## src/rtl/intc_pkg.sv

```systemverilog
// intc_pkg: shared constants and types for apb_priority_intc.
//   - APB word addresses of the register map
//   - APB data width
//   - grant FSM state encoding
package intc_pkg;

  localparam int APB_DATA_WIDTH = 32;

  localparam logic [7:0] ADDR_PRIO_BASE = 8'h00;
  localparam logic [7:0] ADDR_ENABLE    = 8'h40;
  localparam logic [7:0] ADDR_MODE      = 8'h41;
  localparam logic [7:0] ADDR_PENDING   = 8'h42;
  localparam logic [7:0] ADDR_STATUS    = 8'h43;

  typedef enum logic {
    ST_IDLE  = 1'b0,
    ST_GRANT = 1'b1
  } grant_state_e;

endpackage

```

## src/rtl/apb_priority_intc_if.sv

```systemverilog
// apb_priority_intc_if: APB slave bus bundle for the interrupt controller.
//   psel/penable/pwrite/paddr/pwdata : master -> slave
//   prdata/pready                    : slave  -> master
interface apb_priority_intc_if;
  logic                                psel;
  logic                                penable;
  logic                                pwrite;
  logic [7:0]                          paddr;
  logic [intc_pkg::APB_DATA_WIDTH-1:0] pwdata;
  logic [intc_pkg::APB_DATA_WIDTH-1:0] prdata;
  logic                                pready;

  modport master (output psel, penable, pwrite, paddr, pwdata,
                  input  prdata, pready);
  modport slave  (input  psel, penable, pwrite, paddr, pwdata,
                  output prdata, pready);
endinterface

```

## src/rtl/intc_prio_arbiter.sv

```systemverilog
// intc_prio_arbiter: combinational max-priority selector.
//   i_cand  : candidate vector (already qualified by pending/enable/prio!=0)
//   i_prio  : packed per-source priority array
//   o_id    : winning source index (highest priority, lowest index on ties)
//   o_prio  : priority of the winner
//   o_valid : at least one candidate present
module intc_prio_arbiter #(
  parameter int NO_OF_PERIPHERALS = 16,
  parameter int WIDTH             = $clog2(NO_OF_PERIPHERALS),
  parameter int PRIO_WIDTH        = 4
) (
  input  logic [NO_OF_PERIPHERALS-1:0]                 i_cand,
  input  logic [NO_OF_PERIPHERALS-1:0][PRIO_WIDTH-1:0] i_prio,
  output logic [WIDTH-1:0]                             o_id,
  output logic [PRIO_WIDTH-1:0]                        o_prio,
  output logic                                         o_valid
);

  logic [WIDTH-1:0]      w_id;
  logic [PRIO_WIDTH-1:0] w_prio;
  logic                  w_vld;

  // Ascending scan with strict '>' keeps the lowest index on equal priority.
  always_comb begin
    w_id   = '0;
    w_prio = '0;
    w_vld  = 1'b0;
    for (int i = 0; i < NO_OF_PERIPHERALS; i++) begin
      if (i_cand[i] && (!w_vld || (i_prio[i] > w_prio))) begin
        w_vld  = 1'b1;
        w_id   = WIDTH'(i);
        w_prio = i_prio[i];
      end
    end
  end

  assign o_id    = w_id;
  assign o_prio  = w_prio;
  assign o_valid = w_vld;

endmodule

```

## src/rtl/apb_priority_intc.sv

```systemverilog
// apb_priority_intc: APB-programmable priority interrupt controller.
//   pclk/preset             : clock, synchronous active-high reset
//   apb (slave modport)     : register access, zero wait states
//   interrupt_active        : raw peripheral requests
//   interrupt_to_be_service : granted source ID (registered)
//   interrupt_valid         : grant valid (registered)
//   interrupt_serviced      : one-cycle completion pulse from the CPU
// Optional build macro INTC_PREEMPT_EN: a strictly higher-priority candidate
// replaces the current grant while valid stays high.
module apb_priority_intc
  import intc_pkg::*;
#(
  parameter int NO_OF_PERIPHERALS = 16,
  parameter int WIDTH             = $clog2(NO_OF_PERIPHERALS),
  parameter int PRIO_WIDTH        = 4
) (
  input  logic                         pclk,
  input  logic                         preset,
  apb_priority_intc_if.slave           apb,
  input  logic [NO_OF_PERIPHERALS-1:0] interrupt_active,
  output logic [WIDTH-1:0]             interrupt_to_be_service,
  output logic                         interrupt_valid,
  input  logic                         interrupt_serviced
);

  localparam int N = NO_OF_PERIPHERALS;

  logic [N-1:0][PRIO_WIDTH-1:0] r_prio;
  logic [N-1:0]                 r_enable;
  logic [N-1:0]                 r_mode;
  logic [N-1:0]                 r_pending;
  logic [N-1:0]                 r_sample;
  grant_state_e                 r_state, w_state_nxt;
  logic [WIDTH-1:0]             r_id, w_id_nxt;
  logic                         r_valid, w_valid_nxt;

  logic                         w_access, w_wr;
  logic [N-1:0]                 w_set, w_clr_apb, w_clr_svc, w_cand;
  logic [WIDTH-1:0]             w_win_id;
  logic [PRIO_WIDTH-1:0]        w_win_prio;
  logic                         w_win_vld;
  logic                         w_svc;
  logic [APB_DATA_WIDTH-1:0]    w_rdata;
  logic                         w_unused;

  assign w_access   = apb.psel & apb.penable;
  assign w_wr       = w_access & apb.pwrite;
  assign apb.pready = w_access;
  assign w_svc      = (r_state == ST_GRANT) & interrupt_serviced;
  assign w_unused   = ^{apb.pwdata, w_win_prio};

  // ---------------- configuration registers ----------------
  always_ff @(posedge pclk) begin
    if (preset) begin
      r_prio   <= '0;
      r_enable <= '0;
      r_mode   <= '0;
    end else if (w_wr) begin
      for (int i = 0; i < N; i++)
        if (apb.paddr == 8'(ADDR_PRIO_BASE + i))
          r_prio[i] <= apb.pwdata[PRIO_WIDTH-1:0];
      if (apb.paddr == ADDR_ENABLE) r_enable <= apb.pwdata[N-1:0];
      if (apb.paddr == ADDR_MODE)   r_mode   <= apb.pwdata[N-1:0];
    end
  end

  // ---------------- pending capture ----------------
  // Level sources set every active cycle; edge sources only on 0->1 of the
  // registered sample. Sets are OR-ed after clears so a same-cycle set wins.
  assign w_set     = interrupt_active & (~r_mode | ~r_sample);
  assign w_clr_apb = (w_wr && apb.paddr == ADDR_PENDING) ? apb.pwdata[N-1:0] : '0;
  assign w_clr_svc = w_svc ? (N'(1) << r_id) : '0;

  always_ff @(posedge pclk) begin
    if (preset) begin
      r_pending <= '0;
      r_sample  <= '0;
    end else begin
      r_pending <= (r_pending & ~(w_clr_apb | w_clr_svc)) | w_set;
      r_sample  <= interrupt_active;
    end
  end

  // ---------------- arbitration ----------------
  always_comb begin
    w_cand = '0;
    for (int i = 0; i < N; i++)
      w_cand[i] = r_pending[i] & r_enable[i] & (r_prio[i] != '0);
  end

  intc_prio_arbiter #(
    .NO_OF_PERIPHERALS (N),
    .WIDTH             (WIDTH),
    .PRIO_WIDTH        (PRIO_WIDTH)
  ) u_arb (
    .i_cand  (w_cand),
    .i_prio  (r_prio),
    .o_id    (w_win_id),
    .o_prio  (w_win_prio),
    .o_valid (w_win_vld)
  );

  // ---------------- grant FSM ----------------
  always_ff @(posedge pclk) begin
    if (preset) r_state <= ST_IDLE;
    else        r_state <= w_state_nxt;
  end

  always_comb begin
    w_state_nxt = r_state;
    case (r_state)
      ST_IDLE:  if (w_win_vld) w_state_nxt = ST_GRANT;
      ST_GRANT: if (interrupt_serviced) w_state_nxt = ST_IDLE;
      default:  w_state_nxt = ST_IDLE;
    endcase
  end

  always_comb begin
    w_id_nxt    = r_id;
    w_valid_nxt = r_valid;
    case (r_state)
      ST_IDLE: begin
        w_valid_nxt = w_win_vld;
        if (w_win_vld) w_id_nxt = w_win_id;
      end
      ST_GRANT: begin
        if (interrupt_serviced) w_valid_nxt = 1'b0;
`ifdef INTC_PREEMPT_EN
        else if (w_win_vld && (w_win_prio > r_prio[r_id])) w_id_nxt = w_win_id;
`endif
      end
      default: w_valid_nxt = 1'b0;
    endcase
  end

  always_ff @(posedge pclk) begin
    if (preset) begin
      r_id    <= '0;
      r_valid <= 1'b0;
    end else begin
      r_id    <= w_id_nxt;
      r_valid <= w_valid_nxt;
    end
  end

  assign interrupt_to_be_service = r_id;
  assign interrupt_valid         = r_valid;

  // ---------------- read mux (combinational, access phase only) ----------------
  always_comb begin
    w_rdata = '0;
    if (w_access) begin
      for (int i = 0; i < N; i++)
        if (apb.paddr == 8'(ADDR_PRIO_BASE + i)) w_rdata[PRIO_WIDTH-1:0] = r_prio[i];
      if (apb.paddr == ADDR_ENABLE)  w_rdata[N-1:0] = r_enable;
      if (apb.paddr == ADDR_MODE)    w_rdata[N-1:0] = r_mode;
      if (apb.paddr == ADDR_PENDING) w_rdata[N-1:0] = r_pending;
      if (apb.paddr == ADDR_STATUS) begin
        w_rdata[APB_DATA_WIDTH-1] = r_valid;
        w_rdata[WIDTH-1:0]        = r_id;
      end
    end
  end

  assign apb.prdata = w_rdata;

endmodule
```

## src/flat_wrapper.sv

```systemverilog
// flat-port wrapper written by rule: the top's interface ports become plain ports
module apb_priority_intc_flat import intc_pkg::*;
#(
  parameter int NO_OF_PERIPHERALS = 16,
  parameter int WIDTH             = $clog2(NO_OF_PERIPHERALS),
  parameter int PRIO_WIDTH        = 4
)
  (pclk, preset, interrupt_active, interrupt_to_be_service, interrupt_valid, interrupt_serviced, apb_psel, apb_penable, apb_pwrite, apb_paddr, apb_pwdata, apb_prdata, apb_pready);
  apb_priority_intc_if apb_i ();
  input  logic pclk;
  input  logic preset;
  input  logic [NO_OF_PERIPHERALS-1:0] interrupt_active;
  output logic [WIDTH-1:0] interrupt_to_be_service;
  output logic interrupt_valid;
  input  logic interrupt_serviced;
  input wire logic [$bits(apb_i.psel)-1:0] apb_psel;
  input wire logic [$bits(apb_i.penable)-1:0] apb_penable;
  input wire logic [$bits(apb_i.pwrite)-1:0] apb_pwrite;
  input wire logic [$bits(apb_i.paddr)-1:0] apb_paddr;
  input wire logic [$bits(apb_i.pwdata)-1:0] apb_pwdata;
  output wire logic [$bits(apb_i.prdata)-1:0] apb_prdata;
  output wire logic [$bits(apb_i.pready)-1:0] apb_pready;
  assign apb_i.psel = apb_psel;
  assign apb_i.penable = apb_penable;
  assign apb_i.pwrite = apb_pwrite;
  assign apb_i.paddr = apb_paddr;
  assign apb_i.pwdata = apb_pwdata;
  assign apb_prdata = apb_i.prdata;
  assign apb_pready = apb_i.pready;
  apb_priority_intc #(.NO_OF_PERIPHERALS(NO_OF_PERIPHERALS), .WIDTH(WIDTH), .PRIO_WIDTH(PRIO_WIDTH)) u_core (.pclk(pclk), .preset(preset), .apb(apb_i), .interrupt_active(interrupt_active), .interrupt_to_be_service(interrupt_to_be_service), .interrupt_valid(interrupt_valid), .interrupt_serviced(interrupt_serviced));
endmodule
```

## config.mk

```make
export PLATFORM = sky130hd
export DESIGN_NAME = apb_priority_intc_flat
export DESIGN_NICKNAME = d
export VERILOG_FILES = /design/src/rtl/intc_pkg.sv /design/src/rtl/apb_priority_intc_if.sv /design/src/rtl/intc_prio_arbiter.sv /design/src/rtl/apb_priority_intc.sv /design/src/flat_wrapper.sv
export SDC_FILE = /design/constraint.sdc
export NUM_CORES = 1
export LEC_CHECK = 0
export BUFFER_PORTS_ARGS = -buffer_cell sky130_fd_sc_hd__buf_2
export CELL_PAD_IN_SITES_DETAIL_PLACEMENT = 0
export CELL_PAD_IN_SITES_GLOBAL_PLACEMENT = 2
export CORE_AREA = 4 4 168 170
export CTS_BUF_LIST = sky130_fd_sc_hd__clkbuf_8
export DETAILED_ROUTE_END_ITERATION = 8
export DIE_AREA = 0 0 172 174
export PLACE_DENSITY = 0.93
export SYNTH_ARGS = -nofsm -noshare
export SYNTH_HDL_FRONTEND = slang
export SYNTH_SLANG_ARGS = --single-unit
```

## constraint.sdc

```tcl
create_clock -name pclk -period 29.5 [get_ports pclk]
set_clock_uncertainty 0.05 [all_clocks]
set_input_delay 1.475 -clock pclk [delete_from_list [all_inputs] [get_ports pclk]]
set_output_delay 1.475 -clock pclk [all_outputs]
set_load 0.02 [all_outputs]
```

Word level (Yosys, flattened, before mapping) --
Cells that the tools add are included.
Storage, ports and cells: flip-flop bits (word level) 134, output and inout port bits 38, logic and storage cells 261
Cells by class: magnitude comparators 15, eq/ne operators 20, shifts and indexed selects 1, multiplexer cells 76, bitwise gates (word level) 44, reduce and logical (&&, ||, !) cells 82
Operator list (count):
- $mux W4 | 46
- $mux W16 | 6
- $eq A8 B4 Y1 const B | 8
- $reduce_bool A4 Y1 | 16
- $gt A4 B4 Y1 | 15
- $not A16 Y16 | 3
- $or A16 B16 Y16 | 3
- $reduce_and A2 Y1 | 19
- $and A1 B1 Y1 | 35
- $and A16 B16 Y16 | 2
- $eq A8 B3 Y1 const B | 4
- $eq A8 B7 Y1 const B | 4
- $mux W1 | 22
- $eq A8 B2 Y1 const B | 2
- $logic_and A1 B1 Y1 | 16
- $shl A1 B4 Y16 const A | 1
- $logic_not A1 Y1 | 15
- $logic_or A1 B1 Y1 | 15
- $eq A8 B1 Y1 const B | 1
- $logic_not A8 Y1 | 1
- $pmux W1 S2 | 2
- $ne A2 B2 Y1 const B | 1
- $not A1 Y1 | 1

Longest topological paths before layout --
word-level depth 65, depth in mapped cells 136, gate-level depth less buffers 130

Modules after synthesis --
Synthesis repeated with hierarchy kept, for this count alone.
Second synthesis, totals: cell total of the unflattened synthesis 1321, area total of the unflattened synthesis 9774.4 um2
By module, submodules not included:
- apb_priority_intc | times used 1, cells an instance 865, area an instance 6590.1 um2, seq. area each 2682.6 um2
- intc_prio_arbiter | times used 1, cells an instance 456, area an instance 3184.3 um2, seq. area each 0.0 um2

Worst setup path after synthesis --
Ideal clock, no wire load.
kind flip-flop to flip-flop, from register u_core.r_pending[0], to register u_core.r_id[3], in the netlist u_core.interrupt_to_be_service[3], library setup time 135 ps, arrival 22761 ps, slack 6555 ps, cell stages (with the launch flop) 122, clock period less this slack 22945 ps, cell sequence dfxtp_1 > and2_1 > clkbuf_1 > nand2_1 > ha_1 > nor2b_1 > o211ai_1 > a21oi_1 > o21ai_0 > mux2_2 > ha_1 > nor2b_1 > o211ai_1 > a21oi_1 > o21ai_0 > clkbuf_1 > o21ai_0 > ha_1 > [... 86 more ...] > ha_1 > nor2b_1 > o21ai_0 > nand2b_1 > a21oi_1 > a41o_1 > a21oi_1 > inv_1 > a31oi_1 > ha_1 > nor2b_1 > o21a_1 > o21ai_0 > nand2b_1 > a311oi_1 > and2_1 > and3_1 > a311oi_1
On the way: word-level cells in the longest chain between the ends 64, elaborated cells between the ends (all ways) 107, those cells by class order compare: 15; mux: 44; bitwise: 2; reduce/logical: 46
RTL lines:
- start: declaration | line apb_priority_intc.sv:31 | logic [N-1:0] r_pending;
- start signal: assignment | line apb_priority_intc.sv:79 | r_pending <= (r_pending & ~(w_clr_apb | w_clr_svc)) | w_set;
- $and A1 B1 Y1 * (2 in series) | line apb_priority_intc.sv:88 | w_cand[i] = r_pending[i] & r_enable[i] & (r_prio[i] != '0);
- $mux W4 or $mux W1 (tied branches) | line intc_prio_arbiter.sv:29 | if (i_cand[i] && (!w_vld || (i_prio[i] > w_prio))) begin
- $gt A4 B4 Y1 or $logic_not A1 Y1 (tied branches) | line intc_prio_arbiter.sv:29
- $logic_or A1 B1 Y1 | line intc_prio_arbiter.sv:29
- $logic_and A1 B1 Y1 | line intc_prio_arbiter.sv:29
- $mux W4 or $mux W1 (tied branches) | line intc_prio_arbiter.sv:29
- $gt A4 B4 Y1 or $logic_not A1 Y1 (tied branches) | line intc_prio_arbiter.sv:29
- $logic_or A1 B1 Y1 | line intc_prio_arbiter.sv:29
- [... 47 more ...]
- $logic_or A1 B1 Y1 | line intc_prio_arbiter.sv:29
- $logic_and A1 B1 Y1 | line intc_prio_arbiter.sv:29
- $mux W4 or $mux W1 (tied branches) | line intc_prio_arbiter.sv:29
- $gt A4 B4 Y1 or $logic_not A1 Y1 (tied branches) | line intc_prio_arbiter.sv:29
- $logic_or A1 B1 Y1 | line intc_prio_arbiter.sv:29
- $logic_and A1 B1 Y1 | line intc_prio_arbiter.sv:29
- $mux W1 | line intc_prio_arbiter.sv:29
- $reduce_and A2 Y1 (no line)
- end signal: assignment | line apb_priority_intc.sv:141 | r_id <= w_id_nxt;
- end: declaration | line apb_priority_intc.sv:34 | logic [WIDTH-1:0] r_id, w_id_nxt;
Every way passes the cells marked *; elsewhere a longest branch is shown, timed or not. A chain may end at the register's enable or synchronous reset.

Worst setup path after layout --
Same ends and word-level chain as after synthesis.

==> summary.txt <==
Outcome
  • Outcome: completed

Worst setup path
  • CP arrival: 27.48 ns
  • Setup crit start kind: flip-flop
  • Worst-case reg-to-reg path depth: 117
  • Reg2Reg Launch Point: u_core.r_pending[0]
  • Cell family with the largest share of critical-path delay: compound AO/OA/AOI/OAI gates
  • Cell mode on critical path: ha_1
  • CP required: 29.73 ns
  • Setup crit start: u_core.r_pending[0]
  • Reg-to-Reg End: u_core.interrupt_to_be_service[3]
  • Crit path max fanout: 11
  • Crit path max-delay cell type: o31ai_1
  • R2R setup slack: 2.25 ns
  • Max incr delay on CP: 0.76 ns
  • CP Capture Type: flip-flop
  • CP bufs+invs: 3
  • Crit Path Class: flip-flop to flip-flop

Flow run
  • Max-cap check violation count: 0

Logic synthesis
  • Post-synthesis mux area share: 5.72%
  • YS warnings: 0
  • Synthesized flop and latch total: 134
  • Adder-Cell Fraction of Synth Area: 6.99%
  • Ys flop type: dfxtp_1
  • Yosys top cell area share: 28.4%
  • Most frequent cell after synthesis: nand2_1
  • Xor and xnor fraction of the mapped netlist area: 0%
  • Top cells by count, synth: 195 x nand2_1, 134 x dfxtp_1, 129 x a21oi_1, 113 x nor2_1, 62 x nand3_1
  • Post-synth cell types: 80
  • Mapped cell area: 9460 µm²
  • Post-synth EDFFs: 0
  • Syn Area/Cell: 7.46 µm²
  • Ys async rst share: 0%
  • Mapped Cells: 1,267
  • Compound-gate portion of the synthesized area: 27.0%
  • Top cells by area, synth: dfxtp_1 28%, nand2_1 7.7%, ha_1 6.9%, a21oi_1 6.8%, mux2i_1 4.8%
  • Sequential area share after synthesis: 28.4%
  • Synth area leader: dfxtp_1
  • Post-Synth Simple-Gate Area: 26.6%
  • Main combinational cell family by area after synthesis: compound AO/OA/AOI/OAI gates

Detailed routing
  • DR vias: 9,555
  • Initial DRC count: 771
  • Routed Antenna Nets: 0
  • First-pass DRT Iterations: 5
  • Avg WL per Cell: 19.3 µm
  • Via-per-instance ratio: 5.77
  • Final wirelength: 31,900 µm
  • Remaining DRCs: 0

Pwr
  • Sw Pwr: 0.0980 mW
  • Pint: 0.258 mW
  • Switching fraction of total power: 27.5%
  • Clock Power Share: 40.9%
  • VDD IR max: 0.0000346 V
  • PD cells: 34.3 nW/µm²
  • Register share of total power: 52.4%
  • P_leak: 3.95 nW
  • Combinational share of power: 6.7%

GRT
  • Wire length of the first global-routing pass: 50,700 µm
  • Largest net degree at the start of global routing: 98
  • GRT Total Usage: 21.2%
  • Initial antenna violation count: 0
  • GRT Residual Overflow: 0
  • Vias in the first global route: 9,095

CTS
  • Post-CTS Setup Bufs: 0
  • H-tree depth: 4
  • Clock Path Buffers: 2
  • CTS Buf Count: 17
  • Clock slew at reported path FFs: 0.09 ns
  • Worst-skew pair later-pin latency: 0.45 ns
  • TritonCTS Sinks: 134
  • Root Buffer: clkbuf_8
  • CTS tree: yes

Finish
  • Post-route insts no fill: 1,657
  • Final nets: 1,418
  • Ant diodes: 0
  • Fill count: 2,864
  • Ratio of cells with drive above 1 in the final layout: 10.9%
  • Area grow syn2layout: 9.63%

STA
  • Worst slew pin tran: 1.22 ns
  • Slew Limit Fails: 0
  • Hold_ws: 0.423 ns
  • Minimum clock period: 27.25 ns
  • RSZ-0062 raised after global routing: false
  • Slew HR: 18.4%
  • Fmax: 36.7 MHz
  • Fin Setup TNS: 0 ns
  • Final period util: 92.4%
  • Final Hold Fails: 0
  • Final setup vio count: 0

Floorplan
  • Die H: 174 µm
  • Num rows: 60
  • Die X: 172 µm
  • Die area: 29,900 µm²
  • Initial Util: 35.4%
  • IO Count: 100
  • Core area: 26,700 µm²

Place
  • PortBufs: 68
  • Placed cell count: 1,626
  • Detailed Place HPWL: 23,400 µm
  • Final RePlAce weighted congestion: 0.875

Hold path
  • Worst Hold End: u_core.r_mode[11]
  • Worst hold path depth: 2
  • Worst Hold Class: flip-flop to flip-flop
  • Hold_sp: u_core.r_mode[11]
## repair_timing
| item | CTS | global route |
|---|---|---|
| resized for setup | 0 | 1 |
| hold buffers | 0 | 0 |
| setup endpoints to repair | 0 | 4 |
## metrics by stage
step                power, mW  setup WS [ns]  area (µm²)  utilization (%)
finish                  0.356           2.25       10400             38.8
global route            0.368        0.00741       10400             38.8
CTS                     0.358           2.39       10400             38.8
detailed placement      0.214           2.55       10000             37.4
global placement        0.214           2.68       10000             37.4
floorplan               0.206           6.55        9510                -
## worst reg2reg max path: cells and delay by family (launching register included)
family	cells	cell delay, ns
AO/OA/AOI/OAI	63	15.09
AND/OR/NAND/NOR	32	5.25
adder cells (fa/ha/maj)	15	4.52
multiplexers	4	1.30
buffers and inverters	3	0.51
flip-flops	1	0.40
## cells by family (layout without fill, tap and decap cells)
family | count (synthesis) | after routing
adder cells (fa/ha/maj) | 53 | 53
AO/OA/AOI/OAI | 376 | 376
AND/OR/NAND/NOR | 534 | 534
other | 1 | 15
multiplexers | 53 | 53
flip-flops | 134 | 134
buffers and inverters | 116 | 151
## power groups by stage
stage | logic (mW) | clock network [mW] | registers [mW]
3_3_place_gp | 0.0234 | 0 | 0.191
5_1_grt | 0.0258 | 0.155 | 0.187
6_report | 0.0238 | 0.146 | 0.187
3_5_place_dp | 0.0236 | 0 | 0.191
2_1_floorplan | 0.0163 | 0 | 0.190
4_1_cts | 0.0236 | 0.148 | 0.186
## metal layers
layer  track usage, %  wire [µm]  up-vias
met2             33.5      14900      296
li1                 -          -     4666
met1             29.8      14900     4553
met5                0          0        -
met4             6.32        560        0
met3             3.02       1630       40
## cells in the final DEF, fill, tap and decap left out, types with 12 or more instances in the layout
master	instances
inv_1	45
a221oi_1	25
a21o_1	22
o21ai_0	56
nand2b_1	23
conb_1	15
a21oi_1	129
nand3_1	62
and2_1	25
nor3_1	22
buf_2	67
mux2i_1	45
ha_1	52
nor2_1	112
nor2b_1	37
clkbuf_8	17
a31oi_1	12
o21a_1	16
a22oi_1	12
nand2_1	195
dfxtp_1	134
## flip-flops by register name, summed over array words and instances (netlist names)
name                            cells
u_core.r_enable                    16
u_core.interrupt_valid              1
u_core.r_pending                   16
u_core.interrupt_to_be_service      4
u_core.r_mode                      16
u_core.r_sample                    16
u_core.r_prio                      64
u_core.r_state                      1
## worst max path at each step
stage          slack (ns)                                 to  depth (start not counted)
2_1_floorplan        6.55  u_core.interrupt_to_be_service[3]                        121
3_3_place_gp         2.68  u_core.interrupt_to_be_service[3]                        117
3_5_place_dp         2.55  u_core.interrupt_to_be_service[3]                        117
4_1_cts              2.39  u_core.interrupt_to_be_service[3]                        116
5_1_grt             0.007  u_core.interrupt_to_be_service[3]                        118
6_report             2.25  u_core.interrupt_to_be_service[3]                        117
## layout make-up
type	count	area, µm²	area share [%]
Sequential cell	134	2680	25.9
Clock buffer	17	234	2.26
Tap cell	341	427	4.12
Inverter	44	165	1.59
Timing Repair Buffer	76	403	3.89
Multi-Input combinational cell	1031	6330	61.0
Clock inverter	14	129	1.24
Power figures use the tool's default switching activity.
